File: src/rtl/motor_cmd_ramp.sv
// Slew-rate limiter for the 8-bit sign-magnitude motor speed command, with forced dwell at zero
// before reversal. Optional hall-edge stall detector enabled by defining MOTOR_RAMP_STALL_EN.
module motor_cmd_ramp #(
    parameter int unsigned STEP_DIV    = 1000,
    parameter int unsigned STEP        = 1,
    parameter int unsigned DWELL       = 4,
    parameter int unsigned STALL_TICKS = 5_000_000
) (
    input  logic       clk,
    input  logic       rst_n,
    input  logic [7:0] cmd_in,
    input  logic       h1,
    input  logic       h2,
    input  logic       h3,
    output logic [7:0] cmd_out,
    output logic       busy,
    output logic       stall
);

    localparam int unsigned DIV_W = (STEP_DIV > 1) ? $clog2(STEP_DIV) : 1;
    localparam int unsigned DW_W  = (DWELL > 1) ? $clog2(DWELL) : 1;
    localparam logic [7:0]  STEP8 = 8'(STEP);

    typedef enum logic [1:0] {StRun, StDwell, StStall} state_e;

    state_e           state_q, state_d;
    logic [DIV_W-1:0] div_q;
    logic [DW_W-1:0]  dwell_q, dwell_d;
    logic             cur_sign_q, cur_sign_d;
    logic [6:0]       cur_mag_q, cur_mag_d;

    logic       tick;
    logic       tgt_sign;
    logic [6:0] tgt_mag;
    logic       reversing;
    logic [7:0] cur8, tgt8, up8, dn8;
    logic [6:0] step_mag;
    logic [6:0] down_to_zero;
    logic       stall_hit;

    assign tick      = (div_q == DIV_W'(STEP_DIV - 1));
    assign tgt_sign  = cmd_in[7];
    assign tgt_mag   = cmd_in[6:0];
    // A zero-magnitude target never asks for a sign change.
    assign reversing = (tgt_mag != 7'd0) && (tgt_sign != cur_sign_q);

    always_comb begin
        cur8         = {1'b0, cur_mag_q};
        tgt8         = {1'b0, tgt_mag};
        up8          = cur8 + STEP8;
        dn8          = cur8 - STEP8;
        step_mag     = tgt_mag;
        down_to_zero = 7'd0;
        if (cur8 < tgt8) begin
            step_mag = (up8 > tgt8) ? tgt_mag : up8[6:0];
        end else if (cur8 >= tgt8 + STEP8) begin
            step_mag = dn8[6:0];
        end
        if (cur8 >= STEP8) begin
            down_to_zero = dn8[6:0];
        end
    end

`ifdef MOTOR_RAMP_STALL_EN
    localparam int unsigned SC_W = $clog2(STALL_TICKS + 1);

    logic [2:0]      h_meta_q, h_sync_q, h_prev_q;
    logic [SC_W-1:0] stall_cnt_q;
    logic            hall_edge;

    assign hall_edge = (h_sync_q != h_prev_q);
    assign stall_hit = (stall_cnt_q == SC_W'(STALL_TICKS));

    always_ff @(posedge clk) begin
        if (!rst_n) begin
            h_meta_q    <= 3'b000;
            h_sync_q    <= 3'b000;
            h_prev_q    <= 3'b000;
            stall_cnt_q <= '0;
        end else begin
            h_meta_q <= {h1, h2, h3};
            h_sync_q <= h_meta_q;
            h_prev_q <= h_sync_q;
            if (hall_edge || (cur_mag_q == 7'd0)) begin
                stall_cnt_q <= '0;
            end else if (!stall_hit) begin
                stall_cnt_q <= stall_cnt_q + 1'b1;
            end
        end
    end
`else
    logic unused_stall_cfg;
    assign unused_stall_cfg = h1 ^ h2 ^ h3 ^ (STALL_TICKS == 0);
    assign stall_hit        = 1'b0;
`endif

    always_ff @(posedge clk) begin
        if (!rst_n) begin
            state_q    <= StRun;
            div_q      <= '0;
            dwell_q    <= '0;
            cur_sign_q <= 1'b0;
            cur_mag_q  <= 7'd0;
        end else begin
            state_q    <= state_d;
            div_q      <= tick ? '0 : div_q + 1'b1;
            dwell_q    <= dwell_d;
            cur_sign_q <= cur_sign_d;
            cur_mag_q  <= cur_mag_d;
        end
    end

    always_comb begin
        state_d    = state_q;
        dwell_d    = dwell_q;
        cur_sign_d = cur_sign_q;
        cur_mag_d  = cur_mag_q;
        unique case (state_q)
            StRun: begin
                if (tick) begin
                    if (!reversing) begin
                        cur_mag_d = step_mag;
                    end else if (cur_mag_q != 7'd0) begin
                        cur_mag_d = down_to_zero;
                    end else begin
                        state_d = StDwell;
                        dwell_d = '0;
                    end
                end
            end
            StDwell: begin
                if (tick) begin
                    if (!reversing) begin
                        state_d = StRun;
                        dwell_d = '0;
                    end else if (dwell_q == DW_W'(DWELL - 1)) begin
                        cur_sign_d = tgt_sign;
                        state_d    = StRun;
                        dwell_d    = '0;
                    end else begin
                        dwell_d = dwell_q + 1'b1;
                    end
                end
            end
            StStall: begin
                cur_mag_d = 7'd0;
                if (tgt_mag == 7'd0) begin
                    state_d = StRun;
                end
            end
            default: state_d = StRun;
        endcase
        // Stall overrides any step scheduled on the same cycle.
        if (stall_hit && (state_q != StStall)) begin
            state_d   = StStall;
            cur_mag_d = 7'd0;
            dwell_d   = '0;
        end
    end

    always_comb begin
        cmd_out = {cur_sign_q, cur_mag_q};
        busy    = (state_q != StRun) || (cur_mag_q != tgt_mag) || reversing;
        stall   = (state_q == StStall);
    end

endmodule

File: config.mk
export PLATFORM = sky130hd
export DESIGN_NAME = motor_cmd_ramp
export DESIGN_NICKNAME = d
export VERILOG_FILES = /design/src/rtl/motor_cmd_ramp.sv
export SDC_FILE = /design/constraint.sdc
export NUM_CORES = 1
export LEC_CHECK = 0
export BUFFER_PORTS_ARGS = -buffer_cell sky130_fd_sc_hd__buf_2
export CORE_MARGIN = 10
export CORE_UTILIZATION = 54
export DETAILED_ROUTE_END_ITERATION = 12
export PLACE_DENSITY = 0.77
export SLEW_MARGIN = 20
export SYNTH_ARGS = -nofsm -noshare
export SYNTH_HDL_FRONTEND = slang
export SYNTH_SLANG_ARGS = --single-unit
File: constraint.sdc
create_clock -name clk -period 2.5 [get_ports clk]
set_input_delay 0.125 -clock clk [delete_from_list [all_inputs] [get_ports clk]]
set_output_delay 0.125 -clock clk [all_outputs]
set_load 0.01 [all_outputs]
==> qor.yml, run 1 <==
logic_synthesis:
  yosysWarnings: 0
  synth_edf_count: 0
  ys_async_sr_fraction: 0
  synth_area_um2: 2270
  netlist.area_leader.share: 0.185
  synthDominantAreaCellType: "dfxtp_1"
  netlist-cell-type-count: 65
  ys_seq_area_frac: 0.185
  synth.area.top_cells: "dfxtp_1 (18%), ha_1 (16%), xnor2_1 (6.5%)"
  synthCells: 285
  syn_avg_cell_area_um2: 7.98
  synth_fp_nets: 327
  synthFlopType: "dfxtp_1"
  yosys_register_bits: 21
floorplanning:
  die_area_um2: 7210
  io_pins: 23
  die_y_um: 84.9
  start_util: 0.564
  fp.dieW_um: 84.9
  core-area_um2: 4030
  row_count: 23
final_layout:
  stdcell_count: 383
  area_growth_pct: 22.8
  fin_nets: 376
  final_common_cell: "buf_4"
  layout-drive-gt1-share: 0.291
  fillers: 327
  mostFrequentLayoutCells: "buf_4 (38), ha_1 (27), nor2_1 (25)"
  register_area_um2: 437
  multiInputGateArea_um2: 1800
  num_antenna_cells: 0
critical_path:
  cp-startpoint: "cur_mag_q[1]"
  path_cells: "buf_4 -> nand3_2 -> xnor2_2 -> ha_1 -> buf_4 -> a21oi_1 -> a21oi_4 -> or2_4 -> a221o_1 -> a221oi_2"
  critPathMaxStageDelay_ps: 400
  cp-end-kind: "flop"
  cp.arrival_ps: 2690
  crit_path_frequent_cell: "buf_4"
  cp_max_fo: 6
  crit_required_ps: 2680
  regToRegSetupSlack_ps: -20
  r2r_start: "cur_mag_q[1]"
  critPathKind: "reg -> reg"
  r2r_cells: 10
  critPathSlowestCell: "dfxtp_4"
  reg2reg_to: "cur_mag_q[6]"
  crit_path_start_kind: "flop"
placed_design:
  io_buffers: 18
  dp_cells: 374
  post-place-ws_ps: -14.9
  dp_hpwl_um: 5090
  routabilityCongestion: 0.967
sta:
  rsz0062_at_grt: "true"
  fin_crit_ps: 2520
  finalHoldViolCount: 0
  fin_tns_setup_ps: -18.4
  period_share: 1.01
  setup_viol: 1
  slew_viol_final: 0
  clock_skew_ps: 3.79
  post-route-worst-setup-slack_ps: -18.4
  fmax_mhz: 397
cts:
  cts_buffer_depth: 2
  cts_tree: "yes"
  cts.sinks: 21
  htreeDepth: 1
  clkLatencyLatePin_ps: 260
  root_buffer: "clkbuf_8"
  cts.clk_slew.worst_paths_ps: 80
  cts_buffers: 3
hold_path:
  worstHoldPathType: "in -> reg"
  hold_start: "cmd_in[7]"
  min_path_cells: 3
  min_to: "cur_sign_q"
status:
  violations: "setup timing"
  status: "finished with violations"
detailed_routing:
  drt_first_pass_iters: 4
  ant_nets: 0
  remaining_drc_errors: 0
  vias: 2375
  dr.first_iter.drc_count: 231
  routed_via_density: 6.20
  wl_per_cell_um: 17.1
  totalWireLength_um: 6540
global_route:
  antenna_found_initial: 0
  grt_pass1_vias: 2345
  grt_usage: 0.177
  grt_pass1_wl_um: 10800
  overflow: 0
  grt_max_degree: 13
pwr:
  pwr_density_cell_nw_per_um2: 241
  vdd.ir_drop.worst_mv: 0.418
  totalPowerFinal_uw: 674
  power_leakage_nw: 1.20
job:
  cap_violations: 0
[per-stage QoR]
step | utilization | hold slack, ps | instance area, µm²
final | 0.693 | 132 | 2790
after global routing | 0.693 | 159 | 2790
after CTS | 0.680 | 134 | 2740
after detailed placement | 0.648 | 405 | 2610
after global placement | 0.648 | 389 | 2610
after floorplan | - | 253 | 2340
[report_power, final]
group / switching (mW) / internal (mW)
combinational: 0.0664 / 0.0444
clock: 0.113 / 0.111
sequential: 0.00479 / 0.334
[how the worst max path moves through the flow]
stage                     depth (start not counted)           end
final                                            10  cur_mag_q[6]
after global routing                             10  cur_mag_q[6]
after CTS                                        10  cur_mag_q[6]
after detailed placement                         11  cur_mag_q[6]
after global placement                           11  cur_mag_q[6]
after floorplan                                  12  cur_mag_q[6]
[critical path: cells and delay by family, from the launching register on]
kind | cells | cell delay (ps)
buffers and inverters | 2 | 300
XOR/XNOR | 1 | 160
AND/OR/NAND/NOR | 2 | 350
AO/OA/AOI/OAI | 4 | 900
flip-flops | 1 | 400
adder cells (fa/ha/maj) | 1 | 330
[cell families after synthesis]
group | share of synthesized area
compound gates | 0.233
xor+xnor | 0.0886
fa+ha+maj | 0.160
buf+inv | 0.0798
flops | 0.185
mux | 0.00440
other cells | 0.00165
simple gates | 0.248
[final cells by class]
cell class,count,area share
tap,50,0.0224
inverter,17,0.0229
multi-input combinational,234,0.643
clock inverter,1,0.00179
sequential,21,0.156
clock buffer,3,0.0148
timing repair buffer,57,0.139
[state kept, by name, indices dropped and copies added, names as in the netlist]
signal / count
cur_mag_q: 7
cur_sign_q: 1
div_q: 10
dwell_q: 2
state_q: 1
[repair_timing]
item / CTS / global route
gates resized for setup: 7 / 12
pin swaps: 11 / 4
endpoints found under the setup margin: 2 / 6
hold buffers: 0 / 0
setup buffers: 5 / 0
[Yosys cell counts, types with 3 or more instances]
cell and instances:
nand4b_1 3, ha_1 29, o221ai_1 3, xor2_1 6
xnor2_1 17, a21oi_1 17, dfxtp_1 21, o21ai_0 17
and3_1 3, nor4_1 4, nand3_1 20, a211oi_1 5
o211ai_1 4, a31oi_1 4, nor3_1 5, inv_1 16
nand2_1 19, nor2_1 26, buf_6 3, nand4_1 4
clkbuf_1 3
[per-layer routing]
metal / vias to the layer above / wire [µm] / GRT usage / share of wire
li1: 1152 / - / - / -
met1: 1101 / 2820 / 0.223 / 0.43
met2: 98 / 2990 / 0.286 / 0.46
met3: 24 / 559 / 0.0478 / 0.085
met4: 0 / 174 / 0.0569 / 0.027
met5: - / 0 / 0 / 0
Note: power is estimated with default switching activity, not from simulation.
==> run 2, diff against run 1 <==
--- a/config.mk
+++ b/config.mk
@@ -6,6 +6,7 @@
 export NUM_CORES = 1
 export LEC_CHECK = 0
 export BUFFER_PORTS_ARGS = -buffer_cell sky130_fd_sc_hd__buf_2
+export CORE_ASPECT_RATIO = 1.25
 export CORE_MARGIN = 10
 export CORE_UTILIZATION = 54
 export DETAILED_ROUTE_END_ITERATION = 12
==> run 2 against run 1 <==
The flow now finishes without violations. Utilization decreased by 1.7 points. Wire length increased by 0.29%. Global-route usage decreased by 0.23 points. Clock skew increased by 1.6 ps. Count of clock-buffer cells in the layout increased by 1. Hold slack got worse by 9.5 ps. Via count decreased by 0.34%. Total power about the same. Register-to-register slack improved by 60 ps. Critical endpoint unchanged. Highest routed layer unchanged.
==> qor.yml, run 2 (synthesis results as in run 1) <==
critical_path:
  crit_family: "compound AO/OA/AOI/OAI gates"
  cp.arrival_ps: 2630  # -60 ps
  cp_num_buf_inv: 0  # -2
  crit_path_start_kind: "flop"
  cp_max_fo: 7  # +1
  path_cells: "and3_4 -> nand3_4 -> xnor2_2 -> ha_1 -> a21o_1 -> a21oi_2 -> o22ai_2 -> or2_4 -> a221o_1 -> a221oi_2"
  critPathMaxStageDelay_ps: 390  # about the same
  cp-end-kind: "flop"
  critPathSlowestCell: "dfxtp_4"
  crit_required_ps: 2680  # about the same
  critPathKind: "reg -> reg"
global_route:
  grt_pass1_wl_um: 10600  # -1.7%
  antenna_found_initial: 0  # unchanged
  grt_pass1_vias: 2302  # -1.8%
  grt_max_degree: 14  # +1
  grt_usage: 0.175  # -0.00234
  overflow: 0  # unchanged
floorplanning:
  start_util: 0.559  # -0.00521
  die_y_um: 92.5  # +9.0%
  core-area_um2: 4070  # +0.93%
  fp.dieW_um: 78.0  # -8.1%
  die_area_um2: 7220  # +0.23%
  io_pins: 23  # unchanged
  row_count: 26  # +13%
sta:
  fmax_mhz: 408  # +2.6%
  finalHoldViolCount: 0  # unchanged
  hold-worst-slack_ps: 123  # -9.55 ps
  fin_crit_ps: 2450  # -64.9 ps
  period_share: 0.981  # -0.0260
  slew_viol_final: 0  # unchanged
  clock_skew_ps: 5.35  # +1.56 ps
  setup_viol: 0  # -1
  rsz0062_at_grt: "true"
pwr:
  power_leakage_nw: 1.17  # -3.1%
  vdd.ir_drop.worst_mv: 0.153  # -63%
  pwr_density_cell_nw_per_um2: 245  # +1.5%
placed_design:
  routabilityCongestion: 0.898  # -7.1%
  dp_cells: 378  # +1.1%
  dp_hpwl_um: 5180  # +1.8%
  io_buffers: 18  # unchanged
cts:
  clkLatencyLatePin_ps: 260  # about the same
  cts_buffer_depth: 2  # unchanged
  cts.sinks: 21  # unchanged
  cts_tree: "yes"
  htreeDepth: 1  # unchanged
  cts.clk_slew.worst_paths_ps: 80  # about the same
  root_buffer: "clkbuf_8"
  cts_buffers: 3  # unchanged
detailed_routing:
  dr.first_iter.drc_count: 176  # -24%
  ant_nets: 0  # unchanged
  drt_first_pass_iters: 5  # +1
  vias: 2367  # -0.34%
  remaining_drc_errors: 0  # unchanged
  routed_via_density: 6.13  # -1.1%
  totalWireLength_um: 6560  # +0.29%
  wl_per_cell_um: 17.0  # -0.49%
job:
  cap_violations: 0  # unchanged
final_layout:
  largest_reg_flops: 10  # unchanged
  final_common_cell: "buf_4"
  fillers: 351  # +7.3%
  area_growth_pct: 21.0
  mostFrequentLayoutCells: "buf_4 (36), ha_1 (27), nor2_1 (25)"
  top_register: "div_q"
  stdcell_count: 386  # +0.78%
  largestRegisters: "div_q (10), cur_mag_q (7), dwell_q (2)"
  num_antenna_cells: 0  # unchanged
  layout-drive-gt1-share: 0.276  # -0.0155
  fin_nets: 373  # -0.80%
hold_path:
  worstHoldPathType: "in -> reg"
status:
  status: "complete, no violations"
-- run 2: through the flow --
stage / cell area [µm²] / setup slack, ps / util / power [mW] / TNS [ps]
finish: 2750 / 46.5 / 0.676 / 0.674 / 0
global route: 2750 / -93.7 / 0.676 / 0.699 / -248
CTS: 2690 / 15.3 / 0.661 / 0.668 / 0
detailed placement: 2610 / -104 / 0.641 / 0.456 / -301
global placement: 2610 / -29.5 / 0.641 / 0.451 / -29.5
floorplan: 2340 / -70.5 / - / 0.416 / -70.5
-- run 2: tightest hold or removal path: stages --
cell and delay (ps):
buf_2 90, mux2i_1 60, nor2_1 70
-- run 2: area by class of cell --
type / instances / area [µm²] / area share
timing repair buffer: 54 / 360 / 0.131
multi-input combinational: 234 / 1780 / 0.646
clock buffer: 4 / 45.0 / 0.0164
tap: 56 / 70.1 / 0.0255
sequential: 21 / 435 / 0.158
inverter: 17 / 63.8 / 0.0232
-- run 2: metal layers --
layer / up-vias / GRT usage / wire length [µm]
met3: 27 / 0.00870 / 288
met4: 0 / 0.108 / 312
li1: 1136 / - / -
met2: 97 / 0.328 / 3390
met5: - / 0 / 0
met1: 1107 / 0.186 / 2570
-- run 2: timing repair --
item / in CTS / in global routing
setup endpoints to repair: 6 / 7
buffers inserted: 1 / 3
resized for setup: 6 / 9
pin swaps: 2 / 5
hold buffers: 0 / 0
-- run 2: power breakdown --
group,internal (mW),switching [mW]
clock,0.114,0.110
sequential,0.334,0.00306
combinational,0.0447,0.0689
total,0.492,0.182
-- run 2: worst paths after layout --
check	from	slack, ps	cells after the start	endpoint
worst max-delay path	cur_mag_q[1]	50	10	cur_mag_q[6]
worst max register to register	cur_mag_q[1]	50	10	cur_mag_q[6]
worst min-delay path	cmd_in[7]	120	3	cur_sign_q
worst min register to register	dwell_q[1]	460	2	dwell_q[1]
